<file path="src/rtl/regfile_pkg.sv">
// Shared constants for the serializing register file: default width,
// counter width derivation and the en encoding.
package regfile_pkg;

  localparam int DATA_WIDTH_DEF = 192;
  localparam int CNT_W_DEF      = $clog2(DATA_WIDTH_DEF + 1);

  localparam logic EN_LOAD  = 1'b0;
  localparam logic EN_SHIFT = 1'b1;

  // Width needed to hold the values 0..w inclusive.
  function automatic int cnt_width(input int w);
    return $clog2(w + 1);
  endfunction

endpackage

</file>
<file path="src/rtl/regfile_bit_counter.sv">
// Remaining-bit counter: loads the full word length, counts down to zero
// and holds there.
module regfile_bit_counter
  import regfile_pkg::*;
#(
  parameter int DATA_WIDTH = DATA_WIDTH_DEF,
  parameter int CNT_W      = cnt_width(DATA_WIDTH)
) (
  input  logic             clk,
  input  logic             rst_n,
  input  logic             load,
  input  logic             dec,
  output logic [CNT_W-1:0] cnt
);

  logic [CNT_W-1:0] cnt_q;
  logic [CNT_W-1:0] cnt_d;

  always_comb begin
    cnt_d = cnt_q;
    if (load) begin
      cnt_d = CNT_W'(DATA_WIDTH);
    end else if (dec && (cnt_q != '0)) begin
      cnt_d = cnt_q - CNT_W'(1);
    end
  end

  always_ff @(posedge clk or negedge rst_n) begin
    if (!rst_n) begin
      cnt_q <= '0;
    end else begin
      cnt_q <= cnt_d;
    end
  end

  assign cnt = cnt_q;

endmodule

</file>
<file path="src/rtl/regfile.sv">
// Parallel-load, MSB-first serializer. shift_out comes straight from the
// MSB flop; bits_left counts the bits still to be presented.
module regfile
  import regfile_pkg::*;
#(
  parameter int DATA_WIDTH = DATA_WIDTH_DEF,
  parameter int CNT_W      = cnt_width(DATA_WIDTH)
) (
  input  logic                  clk,
  input  logic                  rst_n,
  input  logic                  en,
  input  logic [DATA_WIDTH-1:0] data_in,
  output logic                  shift_out,
  output logic [CNT_W-1:0]      bits_left,
  output logic                  shift_valid,
  output logic                  shift_done
);

  logic [DATA_WIDTH-1:0] sr_q;
  logic [DATA_WIDTH-1:0] sr_d;
  logic                  load;
  logic                  shifting;

  assign load     = (en == EN_LOAD);
  assign shifting = (en == EN_SHIFT) && (bits_left != '0);

  always_comb begin
    sr_d = sr_q;
    if (load) begin
      sr_d = data_in;
    end else if (shifting) begin
      sr_d = {sr_q[DATA_WIDTH-2:0], 1'b0};
    end
  end

  always_ff @(posedge clk or negedge rst_n) begin
    if (!rst_n) begin
      sr_q <= '0;
    end else begin
      sr_q <= sr_d;
    end
  end

  regfile_bit_counter #(
    .DATA_WIDTH (DATA_WIDTH),
    .CNT_W      (CNT_W)
  ) u_bit_counter (
    .clk   (clk),
    .rst_n (rst_n),
    .load  (load),
    .dec   (shifting),
    .cnt   (bits_left)
  );

  assign shift_out   = sr_q[DATA_WIDTH-1];
  assign shift_valid = (bits_left != '0);
  assign shift_done  = (bits_left == '0);

endmodule

</file>
<file path="config.mk">
export PLATFORM = sky130hd
export DESIGN_NAME = regfile
export DESIGN_NICKNAME = d
export VERILOG_FILES = /design/src/rtl/regfile_pkg.sv /design/src/rtl/regfile_bit_counter.sv /design/src/rtl/regfile.sv
export SDC_FILE = /design/constraint.sdc
export NUM_CORES = 1
export LEC_CHECK = 0
export ABC_AREA = 1
export CELL_PAD_IN_SITES_DETAIL_PLACEMENT = 1
export CELL_PAD_IN_SITES_GLOBAL_PLACEMENT = 1
export CORE_ASPECT_RATIO = 1.25
export CORE_MARGIN = 2
export CORE_UTILIZATION = 35
export DETAILED_ROUTE_END_ITERATION = 6
export DONT_BUFFER_PORTS = 1
export GPL_ROUTABILITY_DRIVEN = 1
export GPL_TIMING_DRIVEN = 1
export PLACE_DENSITY_LB_ADDON = 0.08
export SYNTH_ARGS = -nofsm -noshare
export SYNTH_HDL_FRONTEND = slang
export SYNTH_SLANG_ARGS = --single-unit
</file>
<file path="constraint.sdc">
create_clock -name clk -period 2 [get_ports clk]
set_input_delay 0.6 -clock clk [delete_from_list [all_inputs] [get_ports clk]]
set_output_delay 0.6 -clock clk [all_outputs]
set_load 0.01 [all_outputs]
</file>
# --- Word-level counts from Yosys, hierarchy flattened ---
# Index checks and enable logic that the tools add are counted.
totals:
  out_inout_bits: 11
  in_bits: 195
  memories: 0
  latchBits: 0
  regBits: 200
  mem_bits_ro: 0
  mem_bits_rw: 0
  wordCells: 13
classes:
  n_addsub: 1
  n_eq_ne: 2
  div_mod_pow: 0
  n_lt_le_gt_ge: 0
  muxes: 4
  multipliers: 0
  shifts: 0
  reduce_logical: 4
  n_bitwise: 0
ops:
  columns: ["op", "count"]
  rows:
  - ["2-to-1 mux 192 bit", 2]
  - ["2-to-1 mux 8 bit", 2]
  - ["zero test 8 bit", 1]
  - ["nonzero test 8 bit", 1]
  - ["subtractor 8 x 1 -> 8 bit, second input constant", 1]
  - ["inequality test 2 x 1 -> 1 bit, second input constant", 2]
  - ["logical AND 1 bit", 2]

# --- Longest topological paths before layout ---
# Gate-level depths: netlist (run 1).
depth:
  depth_word: 5
  depth_mapped: 10
  ltp_nobuf: 8

# --- Hierarchy ---
# Synthesis (run 1) repeated with hierarchy kept, for this count alone.
unflattened:
  cells_unflattened: 1532
  hier_area_um2: 10430.0
by_module_without_submodules:
  columns: ["module", "cells_per_inst", "n_inst", "area_per_inst_um2"]
  rows:
  - ["regfile", 1458, 1, 9889.5]
  - ["regfile_bit_counter", 74, 1, 540.5]

# --- Worst setup path after synthesis (run 1) ---
# Ideal clock, no wire load.
synth_path:
  path_type: "register -> register"
  from: "register u_bit_counter.cnt_q[0], in the netlist u_bit_counter.cnt[0]"
  to: "register sr_q[41]"
  stages_incl_launch_ff: 11
  slack_ns: 0.247
  t_required_ns: 1.883
  arrival_time_ns: 1.636
  synth_period_minus_slack_ns: 1.753
  setup_ns: 0.117
  cell_sequence: "dfrtp_1 -> inv_1 -> ha_1 -> buf_4 -> nand3_1 -> nor2_4 -> nand2_4 -> buf_6 -> buf_4 -> nand2_1 -> o21ai_2"
synth_via:
  elab_chain_len: 3
synth_lines:
  columns: ["element", "line_no", "text"]
  rows:
  - ["start, declared", "regfile_bit_counter.sv:16", "logic [CNT_W-1:0] cnt_q;"]
  - ["start signal, assigned", "regfile_bit_counter.sv:32", "cnt_q <= cnt_d;"]
  - ["nonzero test 8 bit", "regfile.sv:25", "assign shifting = (en == EN_SHIFT) && (bits_left != '0);"]
  - ["logical AND 1 bit", "regfile.sv:25", null]
  - ["inequality test 2 x 1 -> 1 bit (no line)", null, null]
  - ["end signal, assigned", "regfile.sv:40", "sr_q <= sr_d;"]
  - ["end, declared", "regfile.sv:19", "logic [DATA_WIDTH-1:0] sr_q;"]
# Every way passes these cells.
# A chain may end at the register's enable or synchronous reset.

# --- Final worst setup path (run 1) ---
layout_path:
  from: "register u_bit_counter.cnt_q[0], in the netlist u_bit_counter.cnt[0]"
  to: "output shift_done"
layout_via:
  elab_chain_len: 1
layout_lines:
  columns: ["element", "line_no", "text"]
  rows:
  - ["zero test 8 bit", "regfile.sv:57", "assign shift_done = (bits_left == '0);"]
  - ["end, declared", "regfile.sv:16", "output logic shift_done"]
# Every way passes these cells.

==> summary.md, run 1 <==
| Metric | Value |
|---|---|
| Htree depth | 4 |
| Post-Syn Area per Cell | 7.99 um2 |
| Die Y-Extent | approximately 200 um |
| Final wirelength | 24900 um |
| Vias/cell | 4.77 |
| Routed Antenna Nets | 0 |
| Remaining Overflow, GRT | 0 |
| Num ports | between 200 and 250 |
| Dpl hpwl | 16300 um |
| Total power | a little over 9 mW |
| Row Count | 70 |
| Kind of critical path | reg -> out |
| RSZ-0062 raised after global routing | yes |
| Worst Path Max Fanout | 4 |
| Instance area after placement | 0.0107 mm2 |
| Crit path DAT | about 1.5 ns |
| Synthesis Warnings | 0 |
| First-pass GRT wire length | about 40000 um |
| Pre-Repair DR Iteration Count | 4 |
| Die area | between 0.03 and 0.04 mm2 |
| Fin. Hold Viols | 200 |
| Vias in the first global route | just over 8000 |
| Total track usage | 0.163 |
| Ant. Diodes | 0 |
| Worst Clk Skew | between 0.01 and 0.015 ns |
| Slew headroom | 0.674 |
| Startpoint types | flop |
| Core area | about 0.03 mm2 |
| Max Slew Vio Count | 0 |
| CTS tree | done |
| Drt wl/cell | roughly 15 um |
| Largest net degree at the start of global routing | around 200 |
| Period utilization | 1.03 |
| Worst slack, placed | ~0.055 ns |
| Clock-pin slew on the worst setup and hold paths | around 0.070 ns |
| Worst setup margin | -0.0626 ns |
| Die X | approximately 160 um |
| Clock buffer depth | 2 |
| Synthesis-to-layout area growth | 8.58% |
| Drc violations | 0 |
| Clock root cell | clkbuf_16 |
| CTS buffer count | 17 |
| Min Hold Slack | -0.150 ns |
| Setup violations, final | 2 |
| TNS Setup | -0.109 ns |
| Fmax achieved | just under 500 MHz |
| I/O Buffers | 0 |
| Clk sinks | 200 |
| Initial antenna violation count | 0 |
| Final core occ | 0.387 |
| Initial Utilization | 0.356 |
| Worst Tran Pin Value | 0.489 ns |
| Power per cell area | slightly above 800 mW/mm2 |
| Worst EP required | between 1 and 1.5 ns |
| Layout Cells excl Fill | 1677 |
| Layout cells sized above 1 | 0.158 |
| Synthesized instance count | 1308 |
| Yosys cell types | 23 |
| Worst setup EP type | output pin |
| Failing checks | negative hold slack, negative setup slack |
| Status | complete, but fails checks |
| Seq/Total Area, Yosys | 0.479 |
| Final Cell Area | ~0.011 mm2 |
| Max-cap violations | 0 |
| Initial DRC Count | 359 |
| Layout net count | 1465 |
| Peak supply drop | slightly below 500 uV |
| Gp weighted congestion | between 0.7 and 0.8 |
| DP Cell Count | between 1500 and 2000 |
| Hold Crit Class | in -> async |
| Netlist Area Pre-Place | 0.0105 mm2 |
| Synthesized Nets | 1504 |
| Clk Latency, worst-skew pair | 0.44 ns |
| Static leakage | around 5.6 nW |
| Via count | 8004 |
| Synth Register Bits | 200 |
| Post-route minimum period | 2.06 ns |
path summary, 6_finish.rpt:
kind	to	from	slack, ns	cells after the start
hold / removal	sr_q[96]$_DFFE_PN0P_	rst_n	-0.15	0
min in group clk	u_bit_counter.cnt[6]$_DFFE_PN0P_	en	0.25	1
setup / recovery	shift_done	u_bit_counter.cnt[0]$_DFFE_PN0P_	-0.06	5
hold reg to reg	sr_q[190]$_DFFE_PN0P_	sr_q[190]$_DFFE_PN0P_	0.50	2
setup reg to reg	sr_q[64]$_DFFE_PN0P_	u_bit_counter.cnt[0]$_DFFE_PN0P_	0.15	9
max in group asynchronous	sr_q[30]$_DFFE_PN0P_	rst_n	1.72	0
kinds of logic after synthesis:
family | after synthesis | synth area share
simple gates | 442 | 0.164
buf+inv | 285 | 0.127
xor+xnor | 1 | 0.000838
compound gates | 379 | 0.228
flops | 200 | 0.479
fa+ha+maj | 1 | 0.00120
placed cells by master (no fill, tap or decap), types with 3 or more instances in the layout:
cell        instances
nand2_1           404
inv_1             198
dfrtp_1           196
o21ai_1           132
o21ai_2           130
o21ai_0           117
clkbuf_16          18
buf_4              15
nor2_1             14
nand3_1            11
buf_12              8
clkinvlp_4          5
dfrtp_2             4
nand2_2             3
nand4_1             3
clkbuf_8            3
metal layers:
| metal | track usage | wire length [um] |
|---|---|---|
| met3 | 0.0507 | 1600 |
| met4 | 0.0457 | 307 |
| met5 | 0 | 0 |
| met2 | 0.269 | 11800 |
| met1 | 0.205 | 11200 |
sequential cells by signal (all words and copies together) (netlist names):
name               cells
sr_q                 192
u_bit_counter.cnt      8
critical path, stage by stage (launching register included):
cell and delay [ns]:
dfrtp_2 0.45, inv_2 0.09, ha_4 0.13, nand3_1 0.11, nor2_4 0.11, buf_4 0.13
Yosys cell counts:
cell,instances,share of area
nor2_4,1,0.0011
xor2_1,1,0.00084
o21ai_0,117,0.056
nor3b_1,1,0.00072
o21ai_1,132,0.063
buf_2,22,0.011
ha_1,1,0.0012
nor2_1,16,0.0057
nand2_2,1,0.00060
buf_6,24,0.026
nand3_1,11,0.0053
buf_4,14,0.010
nand4_1,3,0.0018
nand2_4,1,0.0011
dfrtp_1,200,0.48
nor3_2,1,0.00096
o21ai_2,130,0.11
buf_1,3,0.0011
nor2_2,1,0.00060
inv_2,1,0.00036
clkbuf_1,22,0.0079
nand2_1,406,0.15
inv_1,199,0.071
layout make-up:
type,instances,area [um2]
Clock buffer,22,474
Clock inverter,9,93.8
Fill cell,3535,18000
Inverter,200,758
Multi-Input combinational cell,823,4150
Sequential cell,200,5010
Tap cell,396,495
Timing Repair Buffer,27,364
report_power, final:
part / leakage, nW / internal (mW) / total (mW) / switching (mW)
logic: 2.94 / 0.484 / 1.28 / 0.798
clock network: 0.261 / 1.82 / 3.43 / 1.61
registers: 2.42 / 4.41 / 4.54 / 0.133
what timing repair did:
item	in CTS	in global routing
resized for setup	10	5
endpoints found under the setup margin	2	29
pin swaps	4	2
buffers inserted	3	0
endpoints found under the hold margin	200	200
gates cloned	0	1
Note: power is estimated with default switching activity, not from simulation.
==> run 2: changes to the inputs <==
--- a/config.mk
+++ b/config.mk
@@ -5,7 +5,7 @@
 export SDC_FILE = /design/constraint.sdc
 export NUM_CORES = 1
 export LEC_CHECK = 0
-export ABC_AREA = 1
+export ABC_AREA = 0
 export CELL_PAD_IN_SITES_DETAIL_PLACEMENT = 1
 export CELL_PAD_IN_SITES_GLOBAL_PLACEMENT = 1
 export CORE_ASPECT_RATIO = 1.25
==> summary.md, run 2 <==
| Metric | Value |
|---|---|
| Layout net count | 1272 (-13%) |
| Worst setup EP type | output pin |
| First-pass GRT wire length | 48000 um (+18%) |
| Largest net degree at the start of global routing | 387 (+93%) |
| Htree depth | 4 (unchanged) |
| Layout Cells excl Fill | 1433 (-15%) |
| DP Cell Count | 1376 (-16%) |
| Drt wl/cell | 22.6 um (+52%) |
| Max-cap violations | 0 (unchanged) |
| Clock-pin slew on the worst setup and hold paths | 0.08 ns (about the same) |
| Routed Antenna Nets | 0 (unchanged) |
| Slew headroom | 0.443 (-0.231) |
| Synthesized Nets | 1329 (-12%) |
| Core area | 0.0269 mm2 (-8.3%) |
| Period utilization | 1.09 (+0.0540) |
| Vias/cell | 6.08 (+27%) |
| Worst setup margin | -0.171 ns (-0.108 ns) |
| Status | complete, but fails checks |
| Largest Register | sr_q |
| Synth top area share | 0.520 (+0.0410) |
| Clock root cell | clkbuf_16 |
| Number of flops mapped to enable cells by yosys | 0 (unchanged) |
| Netlist Area Pre-Place | 0.00963 mm2 (-7.9%) |
| Ant. Diodes | 0 (unchanged) |
| Num ports | 206 (unchanged) |
| Main combinational cell family by area after synthesis | compound AO/OA/AOI/OAI gates |
| Most common cell after layout, fill and taps aside | dfrtp_1 |
| Synthesized instance count | 1133 (-13%) |
| Die X | 152 um (-3.9%) |
| Vias in the first global route | 8877 (+7.5%) |
| Startpoint types | flop |
| Via count | 8716 (+8.9%) |
| Remaining Overflow, GRT | 0 (unchanged) |
| Synth Register Bits | 200 (unchanged) |
| Post-Syn Area per Cell | 8.50 um2 (+6.3%) |
| Post-synthesis mux area share | 0 (unchanged) |
| Hold Crit Class | in -> async |
| Failing checks | negative hold slack, negative setup slack |
| Post-Synth Adder-Cell Area | 0.00130 (+0.000103) |
| Kind of critical path | reg -> out |
| Clk sinks | 200 (unchanged) |
| I/O Buffers | 0 (unchanged) |
| Row Count | 67 (-4.3%) |
| Worst Path Max Fanout | 3 (-1) |
| Pre-Repair DR Iteration Count | 4 (unchanged) |
| Die area | 0.0289 mm2 (-7.7%) |
| Layout cells sized above 1 | 0.210 (+0.0528) |
| Initial antenna violation count | 0 (unchanged) |
| Final Cell Area | 0.0115 mm2 (+1.4%) |
| Seq/Total Area, Yosys | 0.520 (+0.0410) |
| Min Hold Slack | -0.160 ns (-0.00959 ns) |
| Crit path DAT | 1.57 ns (+0.11 ns) |
| Top-count cell post-synth | dfrtp_1 |
| Power per cell area | 891 mW/mm2 (+9.3%) |
| XOR/XNOR Fraction of Synth Area | 0 (-0.000838) |
| DR top layer | met4 |
| Static leakage | 4.08 nW (-27%) |
| Total power | 10.3 mW (+11%) |
| Die Y-Extent | 189 um (-3.9%) |
| Worst Clk Skew | 0.0122 ns (+0.00180 ns) |
| Commonest non-fill, non-tap cells in the layout | dfrtp_1, nand3_1, nor2_1 |
| Compound-Gate Fraction of Synth Area | 0.233 (+0.00447) |
| CTS tree | done |
| Clk Latency, worst-skew pair | 0.45 ns (about the same) |
| Clock buffer depth | 2 (unchanged) |
| Post-synth top cells | dfrtp_1, nand3_1, nor2_1, a31oi_1, o21ai_0 |
| Setup violations, final | 73 (+71) |
| Worst EP required | 1.40 ns (about the same) |
| Instance area after placement | 0.00990 mm2 (-7.3%) |
| Metal-1 WL | 14600 um (+31%) |
| RSZ-0062 raised after global routing | yes |
| Synthesis Warnings | 0 (unchanged) |
| WL met2 | 15400 um (+30%) |
| Max Slew Vio Count | 0 (unchanged) |
| CTS buffer count | 17 (unchanged) |
| Final wirelength | 32400 um (+30%) |
| Post-synthesis async set-or-reset flop share | 1.00 (unchanged) |
| Total track usage | 0.204 (+0.0410) |
| Peak supply drop | 515 uV (+6.3%) |
| Synth Area in Simple Gates | 0.188 (+0.0247) |
| Fmax achieved | 461 MHz (-5.0%) |
| Post-route minimum period | 2.17 ns (+0.108 ns) |
| Yosys cell types | 26 (+13%) |
| Largest cells by area after synthesis | dfrtp_1, a31oi_1, nand3_1, o21ai_0, nor2_1 |
| Initial Utilization | 0.358 (+0.00154) |
| Dpl hpwl | 16400 um (+0.97%) |
| Synthesis-to-layout area growth | 19.5% |
| Worst Tran Pin Value | 0.836 ns (+0.347 ns) |
| Drc violations | 0 (unchanged) |
| Gp weighted congestion | 0.756 (+3.1%) |
| TNS Setup | -1.38 ns (-1.27 ns) |
| Initial DRC Count | 584 (+63%) |
| Wire length on met3 | 1810 um (+14%) |
| Final core occ | 0.428 (+0.0408) |
| Primary FF master, synth | dfrtp_1 |
| Worst slack, placed | 0.0616 ns (+0.00700 ns) |
| Fin. Hold Viols | 200 (unchanged) |
| Largest register FFs | 192 (unchanged) |
| R2r setup slk | -0.06 ns (-0.21 ns) |
| Largest area contributor in the netlist | dfrtp_1 |
-- run 2: cell count changes in the layout (fill, tap and decap cells not counted), sizes merged, moves of 5 or more --
| cell | delta |
|---|---|
| nand3 | +181 |
| a31oi | +191 |
| a21oi | +5 |
| buf | +18 |
| nor2 | +174 |
| nand2 | -405 |
| clkbuf | +6 |
| inv | -195 |
| o21ai | -185 |
-- run 2: path summary, 6_finish.rpt --
path,startpoint,end,cells after the start
min in group clk,data_in[0],sr_q[0]$_DFFE_PN0P_,1
setup / recovery,u_bit_counter.cnt[0]$_DFFE_PN0P_,shift_valid,5
hold / removal,rst_n,sr_q[36]$_DFFE_PN0P_,0
max in group asynchronous,rst_n,sr_q[112]$_DFFE_PN0P_,0
hold reg to reg,sr_q[157]$_DFFE_PN0P_,sr_q[158]$_DFFE_PN0P_,2
setup reg to reg,u_bit_counter.cnt[0]$_DFFE_PN0P_,sr_q[81]$_DFFE_PN0P_,8
-- run 2: logic make-up after synthesis --
logic type               count (synthesis)
AO/OA/AOI/OAI                          396
flip-flops                             200
adder cells (fa/ha/maj)                  1
AND/OR/NAND/NOR                        403
buffers and inverters                  133
-- run 2: critical path: stages (launching register included) --
cell	delay, ns
dfrtp_1	0.40
inv_2	0.08
ha_4	0.12
nor4b_4	0.22
nand2_2	0.15
buf_6	0.15
-- run 2: repair_timing --
item / 4_1_cts / 5_1_grt
gates cloned: 0 / 16
gates resized for setup: 7 / 343
endpoints found under the hold margin: 200 / 200
buffers inserted: 4 / 8
endpoints found under the setup margin: 2 / 139
pin swaps: 2 / 70
-- run 2: power by group --
part | internal (mW) | switching [mW] | leakage, nW
registers | 4.41 | 0.276 | 2.23
logic | 0.885 | 1.25 | 1.58
clock network | 1.78 | 1.65 | 0.268
total | 7.08 | 3.18 | 4.08
-- run 2: cell type report --
class	instances	area [um2]
fillers	3058	15400
flip-flops and latches	200	5010
multi-input cells	800	4640
repair buffers	53	857
clock buffers	20	457
well taps	345	432
clock inverters	11	98.8
inverters	4	15.0
-- run 2: routing by layer --
layer / vias up / global-route usage
met5: - / 0
met4: 0 / 0.0629
met3: 33 / 0.0558
met2: 193 / 0.326
met1: 4450 / 0.271
li1: 4040 / -
==> run 3: changes to the inputs <==
--- a/config.mk
+++ b/config.mk
@@ -9,7 +9,7 @@
 export CELL_PAD_IN_SITES_DETAIL_PLACEMENT = 1
 export CELL_PAD_IN_SITES_GLOBAL_PLACEMENT = 1
 export CORE_ASPECT_RATIO = 1.25
-export CORE_MARGIN = 2
+export CORE_MARGIN = 1.5
 export CORE_UTILIZATION = 35
 export DETAILED_ROUTE_END_ITERATION = 6
 export DONT_BUFFER_PORTS = 1
==> constraint.sdc (replaced) <==
create_clock -name clk -period 2.2 [get_ports clk]
set_input_delay 0.66 -clock clk [delete_from_list [all_inputs] [get_ports clk]]
set_output_delay 0.66 -clock clk [all_outputs]
set_load 0.01 [all_outputs]
==> summary.md, run 3 (synthesis results as in run 2) <==
| Metric | Value |
|---|---|
| Die Y-Extent | 188 um (-0.53%) |
| Peak supply drop | 418 uV (-19%) |
| R2r setup slk | 0.11 ns (+0.17 ns) |
| Worst setup margin | -0.0170 ns (+0.153 ns) |
| Period utilization | 1.01 |
| Drc violations | 0 (unchanged) |
| Largest Register | sr_q |
| Fmax achieved | approximately 450 MHz |
| Initial Utilization | 0.358 (unchanged) |
| Clk Latency, worst-skew pair | 0.45 ns (about the same) |
| CTS tree | done |
| Ant. Diodes | 0 (unchanged) |
| Gp weighted congestion | 0.730 (-3.4%) |
| Max Slew Vio Count | 0 (unchanged) |
| Kind of critical path | reg -> out |
| Largest register FFs | 192 (unchanged) |
| Die area | 0.0285 mm2 (-1.2%) |
| Worst setup EP type | output pin |
| Crit path DAT | 1.56 ns (about the same) |
| Clk sinks | 200 (unchanged) |
| Worst Path Max Fanout | 3 (unchanged) |
| Row Count | 67 (unchanged) |
| Worst slack, placed | 0.162 ns (+0.0999 ns) |
| Routed Antenna Nets | 0 (unchanged) |
| Commonest non-fill, non-tap cells in the layout | dfrtp_1, nand3_1, nor2_1 |
| Buffers & Inverters on Critical Path | 2 (unchanged) |
| RSZ-0062 raised after global routing | yes |
| Layout net count | 1248 (-1.9%) |
| Worst EP required | 1.54 ns (+0.14 ns) |
| Post-route minimum period | 2.22 ns |
| I/O Buffers | 0 (unchanged) |
| Area of the multi-input gates | 0.00410 mm2 (-12%) |
| Setup violations, final | 1 (-99%) |
| Crit path max-delay family | flip-flops |
| Via count | 8353 (-4.2%) |
| Clock root cell | clkbuf_16 |
| Synthesis-to-layout area growth | 9.23% |
| Startpoint types | flop |
| Hold Crit Class | in -> async |
| Largest net degree at the start of global routing | 387 (unchanged) |
| Vias in the first global route | 8522 (-4.0%) |
| Initial antenna violation count | 0 (unchanged) |
| TNS Setup | -0.0170 ns (+1.36 ns) |
| Most common cell after layout, fill and taps aside | dfrtp_1 |
| Slew headroom | 0.207 (-0.236) |
| Initial DRC Count | 494 (-15%) |
| Vias/cell | 5.92 (-2.6%) |
| FF-to-FF Start | u_bit_counter.cnt[0]$_DFFE_PN0P_ |
| Num ports | 206 (unchanged) |
| Power per cell area | 826 mW/mm2 (-7.4%) |
| Clock buffer depth | 2 (unchanged) |
| Remaining Overflow, GRT | 0 (unchanged) |
| Status | complete, but fails checks |
| # fillers | 3112 (+1.8%) |
| CTS buffer count | 17 (unchanged) |
| Cell count along the critical path | 5 (unchanged) |
| Final wirelength | 29200 um (-9.9%) |
| Min Hold Slack | -0.0847 ns (+0.0751 ns) |
| First-pass GRT wire length | 45900 um (-4.4%) |
| Critical Path Slowest Stage Cell | dfrtp_1 |
| Layout cells sized above 1 | 0.0657 (-0.145) |
| Failing checks | negative hold slack, negative setup slack |
| Htree depth | 4 (unchanged) |
| Core area | 0.0269 mm2 (unchanged) |
| Clock-pin slew on the worst setup and hold paths | 0.07 ns (about the same) |
| Worst Clk Skew | 0.0136 ns (+0.00143 ns) |
| R2R depth | 9 (+1) |
| Worst Tran Pin Value | 1.19 ns (+0.354 ns) |
| Reg2reg end | sr_q[81]$_DFFE_PN0P_ |
| CP Cell Sequence | inv_2 > ha_4 > nor4b_4 > nand2_2 > buf_6 |
| Slowest cell delay on critical path | 0.40 ns (about the same) |
| Total power | 8.68 mW (-15%) |
| Fin. Hold Viols | 200 (unchanged) |
| Max-cap violations | 0 (unchanged) |
| Static leakage | 3.69 nW (-9.6%) |
| Dpl hpwl | 15500 um (-5.6%) |
| Die X | 151 um (-0.66%) |
| Drt wl/cell | 20.7 um (-8.4%) |
| Sequential cell area | 0.00501 mm2 (unchanged) |
| Total track usage | 0.201 (-0.00265) |
| Pre-Repair DR Iteration Count | 4 (unchanged) |
## run 3: changes by cell type in the layout (fill, tap and decap cells not counted), moves of 2 or more
cell,delta
o21ai_2,-133
o21ai_1,-46
clkinv_2,-3
clkbuf_16,-7
buf_6,-4
buf_12,-8
buf_16,-3
inv_8,+3
o21ai_0,+182
o21ai_4,-3
clkinv_4,+2
## run 3: worst max-delay path by stage
stage                                                start                    to  slack [ns]
final                     u_bit_counter.cnt[0]$_DFFE_PN0P_           shift_valid       -0.02
after detailed placement  u_bit_counter.cnt[0]$_DFFE_PN0P_  sr_q[53]$_DFFE_PN0P_        0.16
after floorplan           u_bit_counter.cnt[0]$_DFFE_PN0P_            shift_done        0.05
after global placement    u_bit_counter.cnt[0]$_DFFE_PN0P_  sr_q[66]$_DFFE_PN0P_        0.23
after CTS                 u_bit_counter.cnt[0]$_DFFE_PN0P_           shift_valid      -0.006
after global routing      u_bit_counter.cnt[0]$_DFFE_PN0P_           shift_valid       -0.12
## run 3: what timing repair did
action                                 CTS  global route
resized for setup                        7             5
setup endpoints to repair                2            64
pin swaps                                2             1
cloned                                   0             2
endpoints found under the hold margin  200           200
buffers inserted                         6             1
## run 3: final cells by class
class                   count  area share
clock buffers              19      0.0431
clock inverters            13      0.0129
inverters                   4     0.00143
multi-input cells         800       0.390
flip-flops and latches    200       0.476
well taps                 345      0.0411
repair buffers             29      0.0353
## run 3: metal layers
metal	vias up	GRT usage	share of wire
met5	-	0	0
met4	0	0.0512	0.0091
met3	14	0.0564	0.056
met2	145	0.305	0.46
met1	4250	0.283	0.47
li1	3944	-	-
## run 3: per-stage QoR
step,area [um2],instances,hold slack [ns],utilization
floorplan,9630,1133,0.364,-
global placement,9780,1369,0.373,0.363
detailed placement,9780,1369,0.375,0.363
CTS,10400,1407,-0.118,0.388
global route,10500,1410,-0.120,0.391
finish,10500,1410,-0.0847,0.391
## run 3: power by group
group          switching, mW  total, mW  internal [mW]
registers              0.197       4.21           4.01
clock network           1.54       3.20           1.66
logic                  0.829       1.27          0.443
